### src/rtl/mc_ctrl_pkg.sv
// mc_ctrl_pkg: state encodings, select codes, opcodes and decode helpers for the multi-cycle controller
package mc_ctrl_pkg;

    typedef enum logic [3:0] {
        S_FETCH    = 4'd0,
        S_DECODE   = 4'd1,
        S_EXEC_R   = 4'd2,
        S_EXEC_I   = 4'd3,
        S_BRANCH   = 4'd4,
        S_JUMP     = 4'd5,
        S_MEM_ADDR = 4'd6,
        S_MEM_RD   = 4'd7,
        S_MEM_WR   = 4'd8,
        S_WB_ALU   = 4'd9,
        S_WB_MEM   = 4'd10,
        S_TRAP     = 4'd11
    } st_t;

    localparam logic [1:0] B_RT = 2'd0, B_FOUR = 2'd1, B_IMM = 2'd2, B_SHIMM = 2'd3;
    localparam logic [1:0] PC_ALU = 2'd0, PC_ALUOUT = 2'd1, PC_JUMP = 2'd2;

    localparam logic [5:0] OP_RTYPE = 6'h00, OP_REGIMM = 6'h01, OP_J = 6'h02;
    localparam logic [5:0] OP_BEQ = 6'h04, OP_BNE = 6'h05, OP_BLEZ = 6'h06, OP_BGTZ = 6'h07;
    localparam logic [5:0] OP_ADDIU = 6'h09, OP_SLTI = 6'h0A, OP_SLTIU = 6'h0B, OP_ANDI = 6'h0C;
    localparam logic [5:0] OP_ORI = 6'h0D, OP_XORI = 6'h0E, OP_LUI = 6'h0F;
    localparam logic [5:0] OP_LW = 6'h23, OP_SW = 6'h2B;
    localparam logic [5:0] FN_JR = 6'h08;

    typedef struct packed {
        logic       pc_we;
        logic [1:0] pc_src;
        logic       iord;
        logic       mem_req;
        logic       mem_we;
        logic       alu_src_a;
        logic [1:0] alu_src_b;
        logic       alu_mode;
        logic       reg_we;
        logic       reg_dst;
        logic       mem_to_reg;
        logic       trap;
    } ctl_t;

    function automatic st_t decode_op(logic [5:0] op);
        case (op)
            OP_RTYPE:                                               return S_EXEC_R;
            OP_LW, OP_SW:                                           return S_MEM_ADDR;
            OP_ADDIU, OP_ANDI, OP_ORI, OP_XORI, OP_SLTI, OP_SLTIU, OP_LUI: return S_EXEC_I;
            OP_BEQ, OP_BNE, OP_BLEZ, OP_BGTZ, OP_REGIMM:            return S_BRANCH;
            OP_J:                                                   return S_JUMP;
            default:                                                return S_TRAP;
        endcase
    endfunction

    // rt marks an R-type instruction: selects rd in WB_ALU and the JR path in JUMP
    function automatic ctl_t moore(st_t s, logic rt);
        ctl_t c;
        c = '0;
        case (s)
            S_FETCH:    begin c.mem_req = 1'b1; c.alu_src_b = B_FOUR; end
            S_DECODE:   c.alu_src_b = B_SHIMM;
            S_EXEC_R:   begin c.alu_src_a = 1'b1; c.alu_src_b = B_RT; c.alu_mode = 1'b1; end
            S_EXEC_I:   begin c.alu_src_a = 1'b1; c.alu_src_b = B_IMM; c.alu_mode = 1'b1; end
            S_BRANCH:   begin c.alu_src_a = 1'b1; c.alu_src_b = B_RT; c.alu_mode = 1'b1; c.pc_src = PC_ALUOUT; end
            S_JUMP:     begin c.pc_we = 1'b1; c.pc_src = rt ? PC_ALU : PC_JUMP; c.alu_src_a = rt; end
            S_MEM_ADDR: begin c.alu_src_a = 1'b1; c.alu_src_b = B_IMM; end
            S_MEM_RD:   begin c.mem_req = 1'b1; c.iord = 1'b1; end
            S_MEM_WR:   begin c.mem_req = 1'b1; c.iord = 1'b1; c.mem_we = 1'b1; end
            S_WB_ALU:   begin c.reg_we = 1'b1; c.reg_dst = rt; end
            S_WB_MEM:   begin c.reg_we = 1'b1; c.mem_to_reg = 1'b1; end
            S_TRAP:     c.trap = 1'b1;
            default:    c = '0;
        endcase
        return c;
    endfunction

endpackage

### src/rtl/mc_ctrl_timeout.sv
// mc_timeout: memory wait counter that flags the last allowed wait cycle
module mc_timeout #(
    parameter int MEM_TIMEOUT = 255,
    parameter int TO_W        = 8
) (
    input  logic clk,
    input  logic rst_n,
    input  logic i_clr,
    input  logic i_en,
    output logic o_expired
);
    logic [TO_W-1:0] r_cnt;

    always_ff @(posedge clk or negedge rst_n) begin
        if (!rst_n)
            r_cnt <= '0;
        else if (i_clr)
            r_cnt <= '0;
        else if (i_en)
            r_cnt <= r_cnt + 1'b1;
    end

    assign o_expired = r_cnt == TO_W'(MEM_TIMEOUT - 1);
endmodule

### src/rtl/mc_ctrl.sv
// mc_ctrl: multi-cycle MIPS control FSM sequencing fetch, decode, execute, memory and writeback
import mc_ctrl_pkg::*;

module mc_ctrl #(
    parameter int MEM_TIMEOUT = 255,
    parameter int TO_W        = 8
) (
    input  logic       clk,
    input  logic       rst_n,
    input  logic [5:0] i_opcode,
    input  logic [5:0] i_funct,
    input  logic       i_mem_ack,
    input  logic       i_br_cond,
    output logic       o_pc_we,
    output logic [1:0] o_pc_src,
    output logic       o_ir_we,
    output logic       o_iord,
    output logic       o_mem_req,
    output logic       o_mem_we,
    output logic       o_alu_src_a,
    output logic [1:0] o_alu_src_b,
    output logic       o_alu_mode,
    output logic       o_reg_we,
    output logic       o_reg_dst,
    output logic       o_mem_to_reg,
    output logic       o_trap,
    output logic [3:0] o_state
);
    st_t  r_state, w_next;
    ctl_t r_ctl;
    logic r_rtype, w_rtype;
    logic w_ack, w_exp, w_to, w_clr;

    // ack only counts while a request is actually on the bus
    assign w_ack = i_mem_ack & r_ctl.mem_req;
    assign w_to  = r_ctl.mem_req & ~i_mem_ack & w_exp;
    assign w_clr = ~r_ctl.mem_req | i_mem_ack;

    mc_timeout #(.MEM_TIMEOUT(MEM_TIMEOUT), .TO_W(TO_W)) u_timeout (
        .clk       (clk),
        .rst_n     (rst_n),
        .i_clr     (w_clr),
        .i_en      (r_ctl.mem_req),
        .o_expired (w_exp)
    );

    always_comb begin
        w_next  = r_state;
        w_rtype = r_rtype;
        case (r_state)
            S_FETCH:    w_next = w_ack ? S_DECODE : w_to ? S_TRAP : S_FETCH;
            S_DECODE:   begin w_next = decode_op(i_opcode); w_rtype = i_opcode == OP_RTYPE; end
            S_EXEC_R:   w_next = i_funct == FN_JR ? S_JUMP : S_WB_ALU;
            S_EXEC_I:   w_next = S_WB_ALU;
            S_MEM_ADDR: w_next = i_opcode == OP_LW ? S_MEM_RD : S_MEM_WR;
            S_MEM_RD:   w_next = w_ack ? S_WB_MEM : w_to ? S_TRAP : S_MEM_RD;
            S_MEM_WR:   w_next = w_ack ? S_FETCH : w_to ? S_TRAP : S_MEM_WR;
            S_TRAP:     w_next = S_TRAP;
            default:    w_next = S_FETCH;
        endcase
    end

    // outputs are registered from the next state so reset holds them all at 0
    always_ff @(posedge clk or negedge rst_n) begin
        if (!rst_n) begin
            r_state <= S_FETCH;
            r_rtype <= 1'b0;
            r_ctl   <= '0;
        end else begin
            r_state <= w_next;
            r_rtype <= w_rtype;
            r_ctl   <= moore(w_next, w_rtype);
        end
    end

    assign o_ir_we      = (r_state == S_FETCH) & w_ack;
    assign o_pc_we      = r_ctl.pc_we | o_ir_we | ((r_state == S_BRANCH) & i_br_cond);
    assign o_pc_src     = r_ctl.pc_src;
    assign o_iord       = r_ctl.iord;
    assign o_mem_req    = r_ctl.mem_req;
    assign o_mem_we     = r_ctl.mem_we;
    assign o_alu_src_a  = r_ctl.alu_src_a;
    assign o_alu_src_b  = r_ctl.alu_src_b;
    assign o_alu_mode   = r_ctl.alu_mode;
    assign o_reg_we     = r_ctl.reg_we;
    assign o_reg_dst    = r_ctl.reg_dst;
    assign o_mem_to_reg = r_ctl.mem_to_reg;
    assign o_trap       = r_ctl.trap;
    assign o_state      = r_state;
endmodule

### config.mk
export PLATFORM = sky130hd
export DESIGN_NAME = mc_ctrl
export DESIGN_NICKNAME = d
export VERILOG_FILES = /design/src/rtl/mc_ctrl_pkg.sv /design/src/rtl/mc_ctrl_timeout.sv /design/src/rtl/mc_ctrl.sv
export SDC_FILE = /design/constraint.sdc
export NUM_CORES = 1
export LEC_CHECK = 0
export BUFFER_PORTS_ARGS = -buffer_cell sky130_fd_sc_hd__buf_2
export CAP_MARGIN = 20
export CORE_MARGIN = 2
export CORE_UTILIZATION = 48
export DETAILED_ROUTE_END_ITERATION = 12
export PLACE_DENSITY = 0.75
export SLEW_MARGIN = 10
export SYNTH_ARGS = -nofsm -noshare
export SYNTH_HDL_FRONTEND = slang
export SYNTH_SLANG_ARGS = --single-unit
### constraint.sdc
create_clock -name clk -period 1.99 [get_ports clk]
set_input_delay 0 -clock clk [delete_from_list [all_inputs] [get_ports clk]]
set_output_delay 0 -clock clk [all_outputs]
set_load 0.02 [all_outputs]
==> results of run 1 <==
## worst register-to-register path, cell delays in order, from the launching register on
cell	delay (ns)
dfrtp_2	0.47
or3_4	0.40
nor4_4	0.29
a211oi_2	0.10
o221a_2	0.22
buf_6	0.14
or2_0	0.19
a21oi_1	0.13
## cell type report
cell class | instances | area share
Multi-Input combinational cell | 115 | 0.4206
Sequential cell | 27 | 0.3323
Timing Repair Buffer | 61 | 0.1876
Tap cell | 44 | 0.02698
Inverter | 10 | 0.01962
Clock buffer | 4 | 0.01288
## kinds of logic after synthesis
group,after synthesis,synth area share
compound gates,31,0.1584
xor+xnor,4,0.02251
fa+ha+maj,4,0.03216
buf+inv,19,0.07235
flops,27,0.4341
simple gates,75,0.2806
## where the power goes
part / total (mW) / switching [mW] / internal (mW)
logic: 1.48 / 0.851 / 0.625
clock network: 0.224 / 0.146 / 0.0783
registers: 0.753 / 0.0821 / 0.671
total: 2.45 / 1.08 / 1.37
## per-layer routing
layer | up-vias | wire length [µm] | share of wire | GRT usage
met5 | - | 0 | 0 | 0
met4 | 0 | 76 | 0.019 | 0.02795
met3 | 8 | 169 | 0.043 | 0.04051
met2 | 40 | 2047 | 0.52 | 0.3779
met1 | 675 | 1638 | 0.42 | 0.2708
li1 | 672 | - | - | -
## cells in the mapped netlist, types with 2 or more instances
library cell / number
or2_0: 2
or3_1: 3
o31ai_1: 2
o21ai_0: 5
nor2b_1: 4
ha_1: 4
a21oi_1: 10
or2_2: 3
nand4_1: 2
xor2_1: 3
buf_4: 5
inv_2: 2
or2b_2: 2
nor3_1: 7
nand2b_1: 3
nand3_1: 8
inv_1: 8
buf_6: 3
a211oi_1: 2
nand3b_1: 3
o21bai_1: 2
nor2_1: 20
dfrtp_1: 27
nor4_1: 2
nand2_1: 7
## through the flow
stage                     setup TNS, ns  setup slack, ns
after CTS                             0        0.0005256
final                          -0.01059        -0.005738
after global placement                0          0.01879
after detailed placement       -0.01326         -0.01326
after floorplan                       0          0.01509
after global routing            -0.6440          -0.1124
## worst max path at each step
stage | end | slack [ns] | depth (start not counted)
after CTS | o_reg_we | 0.0005 | 8
after global placement | o_reg_we | 0.02 | 8
after global routing | o_mem_to_reg | -0.11 | 8
final | o_alu_src_b[1] | -0.006 | 7
after detailed placement | o_alu_mode | -0.01 | 9
after floorplan | o_iord | 0.02 | 7
## repair_timing
item / CTS / global route
gates resized for setup: 3 / 20
pin swaps: 3 / 10
gates cloned: 0 / 1
hold buffers: 1 / 0
setup endpoints to repair: 1 / 13
buffers inserted: 5 / 7
endpoints found under the hold margin: 27 / 0
==> report_table.html, run 1 <==
<table>
<tr><th>Metric</th><th>Value</th></tr>
<tr><th colspan="2">Status</th></tr>
<tr><td>Failing checks</td><td>negative setup slack</td></tr>
<tr><td>Result of the run</td><td>finished, violations left</td></tr>
<tr><th colspan="2">Power and ir drop</th></tr>
<tr><td>Final Total Pwr</td><td>2.453 mW</td></tr>
<tr><td>Max rail drop VDD</td><td>0.8034 mV</td></tr>
<tr><td>Total power divided by cell area</td><td>1202 nW/µm²</td></tr>
<tr><td>Leakage component of the power</td><td>0.9870 nW</td></tr>
<tr><th colspan="2">Detailed routing</th></tr>
<tr><td>Initial DRC Count</td><td>77</td></tr>
<tr><td>Detailed-router iteration count before antenna repair</td><td>4</td></tr>
<tr><td>Wire length reported by the detailed router</td><td>3.932 mm</td></tr>
<tr><td>Vias after detailed routing</td><td>1395</td></tr>
<tr><td>Via density per instance</td><td>5.345</td></tr>
<tr><td>Routed length per placed instance</td><td>15.07 µm</td></tr>
<tr><td>Number of remaining DRC errors</td><td>0</td></tr>
<tr><td>Remaining antenna violation count</td><td>0</td></tr>
<tr><th colspan="2">Hold path</th></tr>
<tr><td>Hold path startpoint</td><td>i_funct[1]</td></tr>
<tr><td>End point of the worst hold path</td><td>o_reg_we</td></tr>
<tr><td>Hold path depth</td><td>5</td></tr>
<tr><td>Min-delay worst type</td><td>in -&gt; reg</td></tr>
<tr><th colspan="2">Worst setup path</th></tr>
<tr><td>Worst Setup Start Kind</td><td>flip-flop</td></tr>
<tr><td>End of the worst register-to-register path</td><td>o_alu_src_b[1]</td></tr>
<tr><td>Critical R2R Launch</td><td>o_state[2]</td></tr>
<tr><td>Critical path class</td><td>reg -&gt; reg</td></tr>
<tr><td>Launching instance or port of the critical path</td><td>o_state[2]</td></tr>
<tr><td>Critical Path AT</td><td>2.24 ns</td></tr>
<tr><td>Kind of cell adding the most delay to the critical path</td><td>simple AND/OR/NAND/NOR gates</td></tr>
<tr><td>Worst-path cell with the longest stage delay</td><td>dfrtp_2</td></tr>
<tr><td>CP Max Fanout</td><td>7</td></tr>
<tr><td>List of cells traversed by the critical path</td><td>or3_4 -&gt; nor4_4 -&gt; a211oi_2 -&gt; o221a_2 -&gt; buf_6 -&gt; or2_0 -&gt; a21oi_1</td></tr>
<tr><td>CP Data Required Time</td><td>2.23 ns</td></tr>
<tr><td>Slack of the worst reg-to-reg path</td><td>-0.006 ns</td></tr>
<tr><td>Longest individual stage delay on the worst path</td><td>0.47 ns</td></tr>
<tr><td>Register-to-Register Path Depth</td><td>7</td></tr>
<tr><td>Element type at the critical path end</td><td>flip-flop</td></tr>
<tr><td>Buffering stage count on the worst path with inverters included</td><td>1</td></tr>
<tr><th colspan="2">Global routing</th></tr>
<tr><td>Initial antenna violation count</td><td>0</td></tr>
<tr><td>Global routing usage summed across all routing layers</td><td>0.2108</td></tr>
<tr><td>Total congestion overflow</td><td>0</td></tr>
<tr><td>Largest net degree at the start of global routing</td><td>28</td></tr>
<tr><td>Wire length of the first global-routing pass</td><td>5.823 mm</td></tr>
<tr><td>Number of global-route vias before repair</td><td>1321</td></tr>
<tr><th colspan="2">CTS</th></tr>
<tr><td>Sinks on the clock net</td><td>27</td></tr>
<tr><td>Total number of H-tree levels</td><td>1</td></tr>
<tr><td>CTS clock-pin slew for the worst setup and hold paths</td><td>0.13 ns</td></tr>
<tr><td>Maximum clock path buffer count</td><td>2</td></tr>
<tr><td>Clock tree from TritonCTS</td><td>yes</td></tr>
<tr><td>Total clock buffers created by CTS</td><td>3</td></tr>
<tr><td>Latest clock arrival within the worst-skew pair</td><td>0.31 ns</td></tr>
<tr><td>Root buffer cell</td><td>clkbuf_4</td></tr>
<tr><th colspan="2">Timing</th></tr>
<tr><td>Fin crit share</td><td>1.003</td></tr>
<tr><td>Worst rel slew slack</td><td>0.6093</td></tr>
<tr><td>Post-Route Skew</td><td>0.005768 ns</td></tr>
<tr><td>Number of max-slew violations in the final report</td><td>0</td></tr>
<tr><td>Fmax</td><td>0.5011 GHz</td></tr>
<tr><td>Final hold viol count</td><td>0</td></tr>
<tr><td>Setup violations, final</td><td>2</td></tr>
<tr><td>Actual transition at the worst max-transition pin</td><td>0.5861 ns</td></tr>
<tr><td>Post-Route Hold Slack</td><td>0.1204 ns</td></tr>
<tr><td>Setup repair after global routing missed its margin</td><td>true</td></tr>
<tr><td>Min cycle time layout</td><td>1.996 ns</td></tr>
<tr><td>Post-layout worst setup margin</td><td>-0.005738 ns</td></tr>
<tr><th colspan="2">Place</th></tr>
<tr><td>Routability-driven placement congestion ratio</td><td>0.9187</td></tr>
<tr><td>Placement-stage cell area</td><td>1813 µm²</td></tr>
<tr><td>Count of buffers inserted at the top-level ports</td><td>34</td></tr>
<tr><td>Detailed placer's ending HPWL</td><td>2.741 mm</td></tr>
<tr><td>Cell count after placement</td><td>243</td></tr>
<tr><th colspan="2">Floorplan</th></tr>
<tr><td>Placeable Area</td><td>3078 µm²</td></tr>
<tr><td>Die span in y</td><td>60.95 µm</td></tr>
<tr><td>Area of the die</td><td>3714 µm²</td></tr>
<tr><td>Initial standard-cell utilization of the core</td><td>0.5057</td></tr>
<tr><td>Std-Cell Rows</td><td>20</td></tr>
<tr><td>I/O Pins</td><td>35</td></tr>
<tr><td>Width of the die</td><td>60.95 µm</td></tr>
<tr><th colspan="2">Cells and area</th></tr>
<tr><td>Layout Utilization</td><td>0.6630</td></tr>
<tr><td>Commonest cells after routing, fill and taps aside</td><td>34 x buf_2, 25 x dfrtp_1, 24 x buf_4, 19 x nor2_1, 9 x a21oi_1</td></tr>
<tr><td>Antenna diode instance count</td><td>0</td></tr>
<tr><td>Fill cell count</td><td>247</td></tr>
<tr><td>Area taken by multi-input logic gates</td><td>858.3 µm²</td></tr>
<tr><td>Layout cell share with drive strength beyond 1</td><td>0.4332</td></tr>
<tr><td>Area occupied by registers</td><td>678.2 µm²</td></tr>
<tr><td>Final Non-Filler Cells</td><td>261</td></tr>
<tr><td>Max reg flops</td><td>8</td></tr>
<tr><td>Synthesis-to-layout area growth</td><td>31.11%</td></tr>
<tr><td>Area of all placed cells without fillers</td><td>2041 µm²</td></tr>
<tr><td>Most frequent standard cell in the layout excluding fill and tap cells</td><td>buf_2</td></tr>
<tr><td>Register containing the most flip-flops in the final layout</td><td>u_timeout.r_cnt</td></tr>
<tr><td>Final #Nets</td><td>238</td></tr>
<tr><th colspan="2">Synth</th></tr>
<tr><td>Async SR Flop Fraction</td><td>1.000</td></tr>
<tr><td>Count of mapped cells out of synthesis</td><td>160</td></tr>
<tr><td>Per-instance average area after synthesis</td><td>9.728 µm²</td></tr>
<tr><td>Netlist Area Pre-Place</td><td>1556 µm²</td></tr>
<tr><td>Number of register bits inferred by synthesis</td><td>27</td></tr>
<tr><td>Number of flops mapped to enable cells by yosys</td><td>0</td></tr>
<tr><td>Net Count, Synth</td><td>180</td></tr>
<tr><td>Flip-flop cell with the highest count after synthesis</td><td>dfrtp_1</td></tr>
<tr><td>Area share of the largest cell type after synthesis</td><td>0.4341</td></tr>
<tr><td>Sequential-to-total area share from yosys stat</td><td>0.4341</td></tr>
<tr><td>Synth top area cells</td><td>dfrtp_1 43%, nor2_1 4.8%, a21oi_1 3.2%</td></tr>
<tr><td>YS warnings</td><td>0</td></tr>
<tr><td>Cell type contributing the most total cell area after synthesis</td><td>dfrtp_1</td></tr>
<tr><td>Number of distinct library cell variants in the gate-level netlist after synthesis</td><td>46</td></tr>
<tr><th colspan="2">Flow run</th></tr>
<tr><td>Total of max-cap violations</td><td>0</td></tr>
</table>
Power figures use the tool's default switching activity.
==> run 2, diff against run 1 <==
- CORE_UTILIZATION: 48 -> 50
- HOLD_SLACK_MARGIN: default -> 0.15
- clock period: 1.99 -> 2.5 ns (I/O delays scaled with it)
==> run 2 against run 1 <==
Utilization down 7.5 points. Cell count down 13%. The flow now finishes without violations. Largest cell class unchanged. Highest routed layer unchanged. Critical endpoint is now o_reg_we. Sequential cell count unchanged.
==> report_table.html, run 2 (synthesized netlist as in run 1, its figures left out) <==
<table>
<tr><th>Metric</th><th>Value</th></tr>
<tr><th colspan="2">Detailed routing</th></tr>
<tr><td>Wire length reported by the detailed router</td><td>3.162 mm (-20%)</td></tr>
<tr><td>Remaining antenna violation count</td><td>0 (unchanged)</td></tr>
<tr><td>Vias after detailed routing</td><td>1285 (-7.9%)</td></tr>
<tr><td>Initial DRC Count</td><td>64 (-17%)</td></tr>
<tr><td>Detailed-router iteration count before antenna repair</td><td>4 (unchanged)</td></tr>
<tr><td>Routed length per placed instance</td><td>13.93 µm (-7.5%)</td></tr>
<tr><td>Number of remaining DRC errors</td><td>0 (unchanged)</td></tr>
<tr><td>Via density per instance</td><td>5.661 (+5.9%)</td></tr>
<tr><th colspan="2">Cells and area</th></tr>
<tr><td>Final #Nets</td><td>215 (-9.7%)</td></tr>
<tr><td>Most frequent standard cell in the layout excluding fill and tap cells</td><td>buf_2</td></tr>
<tr><td>Register containing the most flip-flops in the final layout</td><td>u_timeout.r_cnt</td></tr>
<tr><td>Commonest cells after routing, fill and taps aside</td><td>34 x buf_2, 27 x dfrtp_1, 20 x nor2_1, 10 x a21oi_1</td></tr>
<tr><td>Layout cell share with drive strength beyond 1</td><td>0.2835 (-0.1497)</td></tr>
<tr><td>Antenna diode instance count</td><td>0 (unchanged)</td></tr>
<tr><td>Final Non-Filler Cells</td><td>227 (-13%)</td></tr>
<tr><td>Synthesis-to-layout area growth</td><td>13.50%</td></tr>
<tr><td>Area of all placed cells without fillers</td><td>1767 µm² (-13%)</td></tr>
<tr><td>Fill cell count</td><td>270 (+9.3%)</td></tr>
<tr><td>Max reg flops</td><td>8 (unchanged)</td></tr>
<tr><th colspan="2">Global routing</th></tr>
<tr><td>Met2 track demand over resource in global routing</td><td>0.3478 (-0.03005)</td></tr>
<tr><td>Number of global-route vias before repair</td><td>1219 (-7.7%)</td></tr>
<tr><td>Largest net degree at the start of global routing</td><td>28 (unchanged)</td></tr>
<tr><td>Wire length of the first global-routing pass</td><td>5.326 mm (-8.5%)</td></tr>
<tr><td>Busiest layer in global routing</td><td>met2</td></tr>
<tr><td>Met3 Use GR</td><td>0.04545 (+0.004943)</td></tr>
<tr><td>Global routing usage summed across all routing layers</td><td>0.1985 (-0.01235)</td></tr>
<tr><td>Initial antenna violation count</td><td>0 (unchanged)</td></tr>
<tr><td>Total congestion overflow</td><td>0 (unchanged)</td></tr>
<tr><td>Met1 layer usage reported by global route</td><td>0.2437 (-0.02704)</td></tr>
<tr><th colspan="2">CTS</th></tr>
<tr><td>Maximum clock path buffer count</td><td>2 (unchanged)</td></tr>
<tr><td>Root buffer cell</td><td>clkbuf_4</td></tr>
<tr><td>Cts-stage hold buffer count</td><td>4 (+3)</td></tr>
<tr><td>Total clock buffers created by CTS</td><td>3 (unchanged)</td></tr>
<tr><td>Latest clock arrival within the worst-skew pair</td><td>0.32 ns (about the same)</td></tr>
<tr><td>CTS clock-pin slew for the worst setup and hold paths</td><td>0.14 ns (about the same)</td></tr>
<tr><td>Post-CTS setup repair buffer count</td><td>0 (-5)</td></tr>
<tr><td>Total number of H-tree levels</td><td>1 (unchanged)</td></tr>
<tr><td>Number of gates resized after cts</td><td>0 (-3)</td></tr>
<tr><td>Clock tree from TritonCTS</td><td>yes</td></tr>
<tr><td>Sinks on the clock net</td><td>27 (unchanged)</td></tr>
<tr><th colspan="2">Power and ir drop</th></tr>
<tr><td>Final Total Pwr</td><td>1.600 mW (-35%)</td></tr>
<tr><td>Leakage component of the power</td><td>0.8545 nW (-13%)</td></tr>
<tr><td>Total power divided by cell area</td><td>905.8 nW/µm² (-25%)</td></tr>
<tr><td>Max rail drop VDD</td><td>0.6073 mV (-24%)</td></tr>
<tr><th colspan="2">Floorplan</th></tr>
<tr><td>Placeable Area</td><td>3003 µm² (-2.4%)</td></tr>
<tr><td>Std-Cell Rows</td><td>20 (unchanged)</td></tr>
<tr><td>I/O Pins</td><td>35 (unchanged)</td></tr>
<tr><td>Area of the die</td><td>3575 µm² (-3.7%)</td></tr>
<tr><td>Width of the die</td><td>59.80 µm (-1.9%)</td></tr>
<tr><td>Die span in y</td><td>59.80 µm (-1.9%)</td></tr>
<tr><td>Initial standard-cell utilization of the core</td><td>0.5183 (+0.01264)</td></tr>
<tr><th colspan="2">Worst setup path</th></tr>
<tr><td>Worst-path cell with the longest stage delay</td><td>dlygate4sd3_1</td></tr>
<tr><td>Critical Path AT</td><td>2.39 ns (+0.15 ns)</td></tr>
<tr><td>Cell with the most instances on the worst path</td><td>dlygate4sd3_1</td></tr>
<tr><td>List of cells traversed by the critical path</td><td>dlygate4sd3_1 -&gt; buf_2 -&gt; nor2_1 -&gt; dlygate4sd3_1 -&gt; nand2_1 -&gt; dlygate4sd3_1 -&gt; o21ai_0 -&gt; o31ai_1</td></tr>
<tr><td>Register-to-Register Path Depth</td><td>6 (-1)</td></tr>
<tr><td>CP Data Required Time</td><td>2.71 ns (+0.48 ns)</td></tr>
<tr><td>Critical path class</td><td>in -&gt; reg</td></tr>
<tr><td>Worst Setup Start Kind</td><td>input pin</td></tr>
<tr><td>CP Max Fanout</td><td>2 (-5)</td></tr>
<tr><td>Longest individual stage delay on the worst path</td><td>0.58 ns (+0.11 ns)</td></tr>
<tr><td>Slack of the worst reg-to-reg path</td><td>0.35 ns (+0.36 ns)</td></tr>
<tr><td>Element type at the critical path end</td><td>flip-flop</td></tr>
<tr><th colspan="2">Place</th></tr>
<tr><td>Cell count after placement</td><td>219 (-9.9%)</td></tr>
<tr><td>Placement-stage cell area</td><td>1700 µm² (-6.2%)</td></tr>
<tr><td>Detailed placer's ending HPWL</td><td>2.416 mm (-12%)</td></tr>
<tr><td>Routability-driven placement congestion ratio</td><td>0.8597 (-6.4%)</td></tr>
<tr><td>Count of buffers inserted at the top-level ports</td><td>34 (unchanged)</td></tr>
<tr><th colspan="2">Timing</th></tr>
<tr><td>Setup violations, final</td><td>0 (-2)</td></tr>
<tr><td>Actual transition at the worst max-transition pin</td><td>0.5985 ns (+0.01241 ns)</td></tr>
<tr><td>Min cycle time layout</td><td>2.177 ns</td></tr>
<tr><td>Worst rel slew slack</td><td>0.5968 (-0.01249)</td></tr>
<tr><td>Setup repair after global routing missed its margin</td><td>false</td></tr>
<tr><td>Number of max-slew violations in the final report</td><td>0 (unchanged)</td></tr>
<tr><td>Fmax</td><td>0.4593 GHz</td></tr>
<tr><td>Final setup TNS</td><td>0 ns (+0.01059 ns)</td></tr>
<tr><td>Fin crit share</td><td>0.8708</td></tr>
<tr><td>Post-Route Skew</td><td>0.01249 ns (+0.006726 ns)</td></tr>
<tr><td>Final hold viol count</td><td>0 (unchanged)</td></tr>
<tr><th colspan="2">Hold path</th></tr>
<tr><td>Hold path depth</td><td>4 (-1)</td></tr>
<tr><td>Min-delay worst type</td><td>in -&gt; reg</td></tr>
<tr><th colspan="2">Flow run</th></tr>
<tr><td>Total of max-cap violations</td><td>0 (unchanged)</td></tr>
<tr><th colspan="2">Status</th></tr>
<tr><td>Result of the run</td><td>completed</td></tr>
</table>
[run 2: cell count changes in the layout (fill, tap and decap cells not counted), moves of 2 or more]
cell	change
nor4_1	+2
dfrtp_2	-2
buf_6	-2
dfrtp_1	+2
dlygate4sd3_1	+3
nor4_4	-2
buf_4	-23
[run 2: layout make-up]
class	instances	area, µm²	share of cell area
tap	33	41.29	0.02337
sequential	27	675.6	0.3824
timing repair buffer	39	217.7	0.1232
inverter	10	37.54	0.02125
multi-input combinational	114	768.2	0.4348
clock buffer	4	26.28	0.01487
[run 2: critical path, delay by kind of cell]
family | cells | cell delay, ns
AND/OR/NAND/NOR | 2 | 0.19
AO/OA/AOI/OAI | 2 | 0.38
buffers and inverters | 4 | 1.81
[run 2: path summary, 6_finish.rpt]
check                                    from            endpoint
setup / recovery                   i_funct[4]            o_reg_we
hold reg to reg            u_timeout.r_cnt[0]  u_timeout.r_cnt[0]
setup reg to reg                   o_state[0]         o_pc_src[1]
hold / removal                      i_mem_ack  u_timeout.r_cnt[1]
min in group asynchronous               rst_n  u_timeout.r_cnt[2]
max in group asynchronous               rst_n              o_iord
[run 2: through the flow]
step | util | hold slack [ns] | worst slack, ns
2_1_floorplan | - | -0.2956 | 0.4872
3_3_place_gp | 0.5663 | 0.02208 | 0.4733
3_5_place_dp | 0.5663 | 0.03328 | 0.3979
4_1_cts | 0.5883 | 0.1591 | 0.3773
5_1_grt | 0.5883 | 0.1685 | 0.1267
6_report | 0.5883 | 0.1659 | 0.3229
[run 2: power breakdown]
group | leakage [nW] | switching (mW) | internal [mW] | total [mW]
Sequential | 0.363 | 0.0820 | 0.531 | 0.613
Clock | 0.0150 | 0.120 | 0.0625 | 0.183
Combinational | 0.477 | 0.504 | 0.300 | 0.804
Total | 0.855 | 0.706 | 0.894 | 1.60
[run 2: metal layers]
layer  routed length (µm)  vias to the layer above  share of wire
li1                     -                      624              -
met1                 1345                      623           0.43
met2                 1619                       31           0.51
met3                  160                        7          0.051
met4                   36                        0          0.011
met5                    0                        -              0
==> run 3, diff against run 2 <==
- CORE_ASPECT_RATIO: default -> 0.6
==> run 3 against run 2 <==
Design area grew 0.28%. Global-route usage down 0.31 points. Non-clock buffer count decreased by 3. Die area is 0.40% higher. Total power is 5.9% higher. Largest power group unchanged. Worst setup slack gained 0.027 ns. Via count is 4.3% lower. Critical path depth fell by 3. First-iteration DRC count up 80%. Sequential share of layout area down 0.11 points. Clock power rose by 38%. Sequential cell count unchanged.
==> report_table.html, run 3 (synthesized netlist as in run 1, its figures left out) <==
<table>
<tr><th>Metric</th><th>Value</th></tr>
<tr><th colspan="2">Detailed routing</th></tr>
<tr><td>Via density per instance</td><td>5.279 (-6.7%)</td></tr>
<tr><td>Number of remaining DRC errors</td><td>0 (unchanged)</td></tr>
<tr><td>Routed length per placed instance</td><td>13.89 µm (-0.30%)</td></tr>
<tr><td>Initial DRC Count</td><td>115 (+80%)</td></tr>
<tr><td>Detailed-router iteration count before antenna repair</td><td>4 (unchanged)</td></tr>
<tr><td>Wire length reported by the detailed router</td><td>3.236 mm (+2.3%)</td></tr>
<tr><td>Remaining antenna violation count</td><td>0 (unchanged)</td></tr>
<tr><td>Vias after detailed routing</td><td>1230 (-4.3%)</td></tr>
<tr><th colspan="2">Worst setup path</th></tr>
<tr><td>Critical R2R Launch</td><td>o_state[0]</td></tr>
<tr><td>CP Data Required Time</td><td>2.64 ns (-0.07 ns)</td></tr>
<tr><td>Worst-path cell with the longest stage delay</td><td>dfrtp_1</td></tr>
<tr><td>Register-to-Register Path Depth</td><td>5 (-1)</td></tr>
<tr><td>CP Max Fanout</td><td>11 (+9)</td></tr>
<tr><td>List of cells traversed by the critical path</td><td>or2b_1 -&gt; a2111oi_0 -&gt; a211o_1 -&gt; nand2b_1 -&gt; o31ai_1</td></tr>
<tr><td>Critical Path AT</td><td>2.29 ns (-0.10 ns)</td></tr>
<tr><td>Element type at the critical path end</td><td>flip-flop</td></tr>
<tr><td>Worst Setup Start Kind</td><td>flip-flop</td></tr>
<tr><td>Slack of the worst reg-to-reg path</td><td>0.35 ns (about the same)</td></tr>
<tr><td>End of the worst register-to-register path</td><td>o_reg_we</td></tr>
<tr><td>Critical path class</td><td>reg -&gt; reg</td></tr>
<tr><td>Longest individual stage delay on the worst path</td><td>0.53 ns (-0.05 ns)</td></tr>
<tr><th colspan="2">CTS</th></tr>
<tr><td>Total number of H-tree levels</td><td>1 (unchanged)</td></tr>
<tr><td>Clock tree from TritonCTS</td><td>yes</td></tr>
<tr><td>Post-CTS setup repair buffer count</td><td>0 (unchanged)</td></tr>
<tr><td>Sinks on the clock net</td><td>27 (unchanged)</td></tr>
<tr><td>Maximum clock path buffer count</td><td>2 (unchanged)</td></tr>
<tr><td>Total clock buffers created by CTS</td><td>3 (unchanged)</td></tr>
<tr><td>Latest clock arrival within the worst-skew pair</td><td>0.27 ns (-0.05 ns)</td></tr>
<tr><td>Root buffer cell</td><td>clkbuf_8</td></tr>
<tr><td>CTS clock-pin slew for the worst setup and hold paths</td><td>0.09 ns (-0.05 ns)</td></tr>
<tr><th colspan="2">Timing</th></tr>
<tr><td>Actual transition at the worst max-transition pin</td><td>0.5786 ns (-0.01992 ns)</td></tr>
<tr><td>Fmax</td><td>0.4650 GHz (+1.2%)</td></tr>
<tr><td>Fin crit share</td><td>0.8602 (-0.01065)</td></tr>
<tr><td>Final hold viol count</td><td>0 (unchanged)</td></tr>
<tr><td>Min cycle time layout</td><td>2.150 ns (-0.02662 ns)</td></tr>
<tr><td>Setup repair after global routing missed its margin</td><td>false</td></tr>
<tr><td>Worst rel slew slack</td><td>0.6143 (+0.01750)</td></tr>
<tr><td>Final setup TNS</td><td>0 ns (unchanged)</td></tr>
<tr><td>Post-layout worst setup margin</td><td>0.3495 ns (+0.02662 ns)</td></tr>
<tr><td>Number of max-slew violations in the final report</td><td>0 (unchanged)</td></tr>
<tr><td>Setup violations, final</td><td>0 (unchanged)</td></tr>
<tr><td>Post-Route Skew</td><td>0.003483 ns (-0.009011 ns)</td></tr>
<tr><th colspan="2">Place</th></tr>
<tr><td>Worst setup timing slack at the placement stage</td><td>0.3654 ns (-0.03252 ns)</td></tr>
<tr><td>Detailed placer's ending HPWL</td><td>2.589 mm (+7.2%)</td></tr>
<tr><td>Cell count after placement</td><td>228 (+4.1%)</td></tr>
<tr><td>Routability-driven placement congestion ratio</td><td>0.9224 (+7.3%)</td></tr>
<tr><td>Count of buffers inserted at the top-level ports</td><td>34 (unchanged)</td></tr>
<tr><th colspan="2">Power and ir drop</th></tr>
<tr><td>Leakage component of the power</td><td>0.8544 nW (about the same)</td></tr>
<tr><td>Final Total Pwr</td><td>1.694 mW (+5.9%)</td></tr>
<tr><td>Max rail drop VDD</td><td>0.5157 mV (-15%)</td></tr>
<tr><td>Total power divided by cell area</td><td>956.2 nW/µm² (+5.6%)</td></tr>
<tr><th colspan="2">Floorplan</th></tr>
<tr><td>Initial standard-cell utilization of the core</td><td>0.5351 (+0.01672)</td></tr>
<tr><td>Die span in y</td><td>47.22 µm (-21%)</td></tr>
<tr><td>Area of the die</td><td>3590 µm² (+0.40%)</td></tr>
<tr><td>Width of the die</td><td>76.03 µm (+27%)</td></tr>
<tr><td>I/O Pins</td><td>35 (unchanged)</td></tr>
<tr><td>Placeable Area</td><td>2909 µm² (-3.1%)</td></tr>
<tr><td>Std-Cell Rows</td><td>15 (-25%)</td></tr>
<tr><th colspan="2">Hold path</th></tr>
<tr><td>Hold path startpoint</td><td>i_funct[4]</td></tr>
<tr><td>End point of the worst hold path</td><td>o_reg_we</td></tr>
<tr><td>Min-delay worst type</td><td>in -&gt; reg</td></tr>
<tr><td>Hold path depth</td><td>5 (+1)</td></tr>
<tr><th colspan="2">Global routing</th></tr>
<tr><td>Largest net degree at the start of global routing</td><td>28 (unchanged)</td></tr>
<tr><td>Wire length of the first global-routing pass</td><td>5.271 mm (-1.0%)</td></tr>
<tr><td>Number of global-route vias before repair</td><td>1145 (-6.1%)</td></tr>
<tr><td>Initial antenna violation count</td><td>0 (unchanged)</td></tr>
<tr><td>Total congestion overflow</td><td>0 (unchanged)</td></tr>
<tr><td>Global routing usage summed across all routing layers</td><td>0.1953 (-0.003140)</td></tr>
<tr><th colspan="2">Cells and area</th></tr>
<tr><td>Fill cell count</td><td>253 (-6.3%)</td></tr>
<tr><td>Most frequent standard cell in the layout excluding fill and tap cells</td><td>buf_2</td></tr>
<tr><td>Layout cell share with drive strength beyond 1</td><td>0.2932 (+0.009689)</td></tr>
<tr><td>Final #Nets</td><td>212 (-1.4%)</td></tr>
<tr><td>Register containing the most flip-flops in the final layout</td><td>u_timeout.r_cnt</td></tr>
<tr><td>Antenna diode instance count</td><td>0 (unchanged)</td></tr>
<tr><td>Commonest cells after routing, fill and taps aside</td><td>34 x buf_2, 27 x dfrtp_1, 20 x nor2_1, 10 x a21oi_1</td></tr>
<tr><td>Final Non-Filler Cells</td><td>233 (+2.6%)</td></tr>
<tr><td>Area taken by multi-input logic gates</td><td>768.2 µm² (unchanged)</td></tr>
<tr><td>Max reg flops</td><td>8 (unchanged)</td></tr>
<tr><td>Area occupied by registers</td><td>675.6 µm² (unchanged)</td></tr>
<tr><td>Synthesis-to-layout area growth</td><td>13.83%</td></tr>
<tr><th colspan="2">Status</th></tr>
<tr><td>Result of the run</td><td>completed</td></tr>
<tr><th colspan="2">Flow run</th></tr>
<tr><td>Total of max-cap violations</td><td>0 (unchanged)</td></tr>
</table>
run 3: cell types whose count changed in the layout (fill, tap and decap cells not counted), sizes merged:
cell / before / now
dlygate4sd3: 4 / 1
clkbuf: 4 / 3
inv: 10 / 11
run 3: power by group:
group	internal, mW	switching [mW]	leakage [nW]
sequential	0.532	0.0899	0.363
clock	0.117	0.136	0.0261
combinational	0.298	0.521	0.466
total	0.947	0.748	0.854
run 3: repair_timing:
item / CTS / global route
endpoints found under the hold margin: 27 / 0
gates resized for setup: 0 / 0
hold buffers: 1 / 0
run 3: worst max-delay path by stage:
stage                        to       start  slack (ns)
detailed placement     o_reg_we  o_state[0]        0.37
CTS                    o_reg_we  o_state[0]        0.34
global route        o_pc_src[1]  o_state[0]        0.18
global placement         o_iord  o_state[2]        0.43
floorplan                o_iord  o_state[2]        0.49
finish                 o_reg_we  o_state[0]        0.35
run 3: area by class of cell:
class,instances,area share
Timing Repair Buffer,36,0.1059
Multi-Input combinational cell,114,0.4336
Inverter,10,0.02119
Sequential cell,27,0.3814
Clock buffer,3,0.02331
Tap cell,42,0.02966
Clock inverter,1,0.004944
run 3: layer usage:
metal  wire length (µm)  track usage  share of wire
met3                143      0.06731          0.044
met4                  0      0.01818              0
met5                  0            0              0
met1               1617       0.2681           0.50
met2               1474       0.3214           0.46
run 3: per-stage QoR:
stage,hold slack [ns],area (µm²),util
after floorplan,-0.2956,1556,-
after global placement,0.02179,1712,0.5884
after detailed placement,0.02807,1712,0.5884
after CTS,0.1763,1772,0.6090
after global routing,0.1952,1772,0.6090
final,0.1692,1772,0.6090
run 3: critical path, delay by kind of cell, from the launching register on:
| kind | cells | cell delay [ns] |
|---|---|---|
| DFF | 1 | 0.53 |
| AOI/OAI and AO/OA | 3 | 0.95 |
| and+or+nand+nor | 2 | 0.53 |
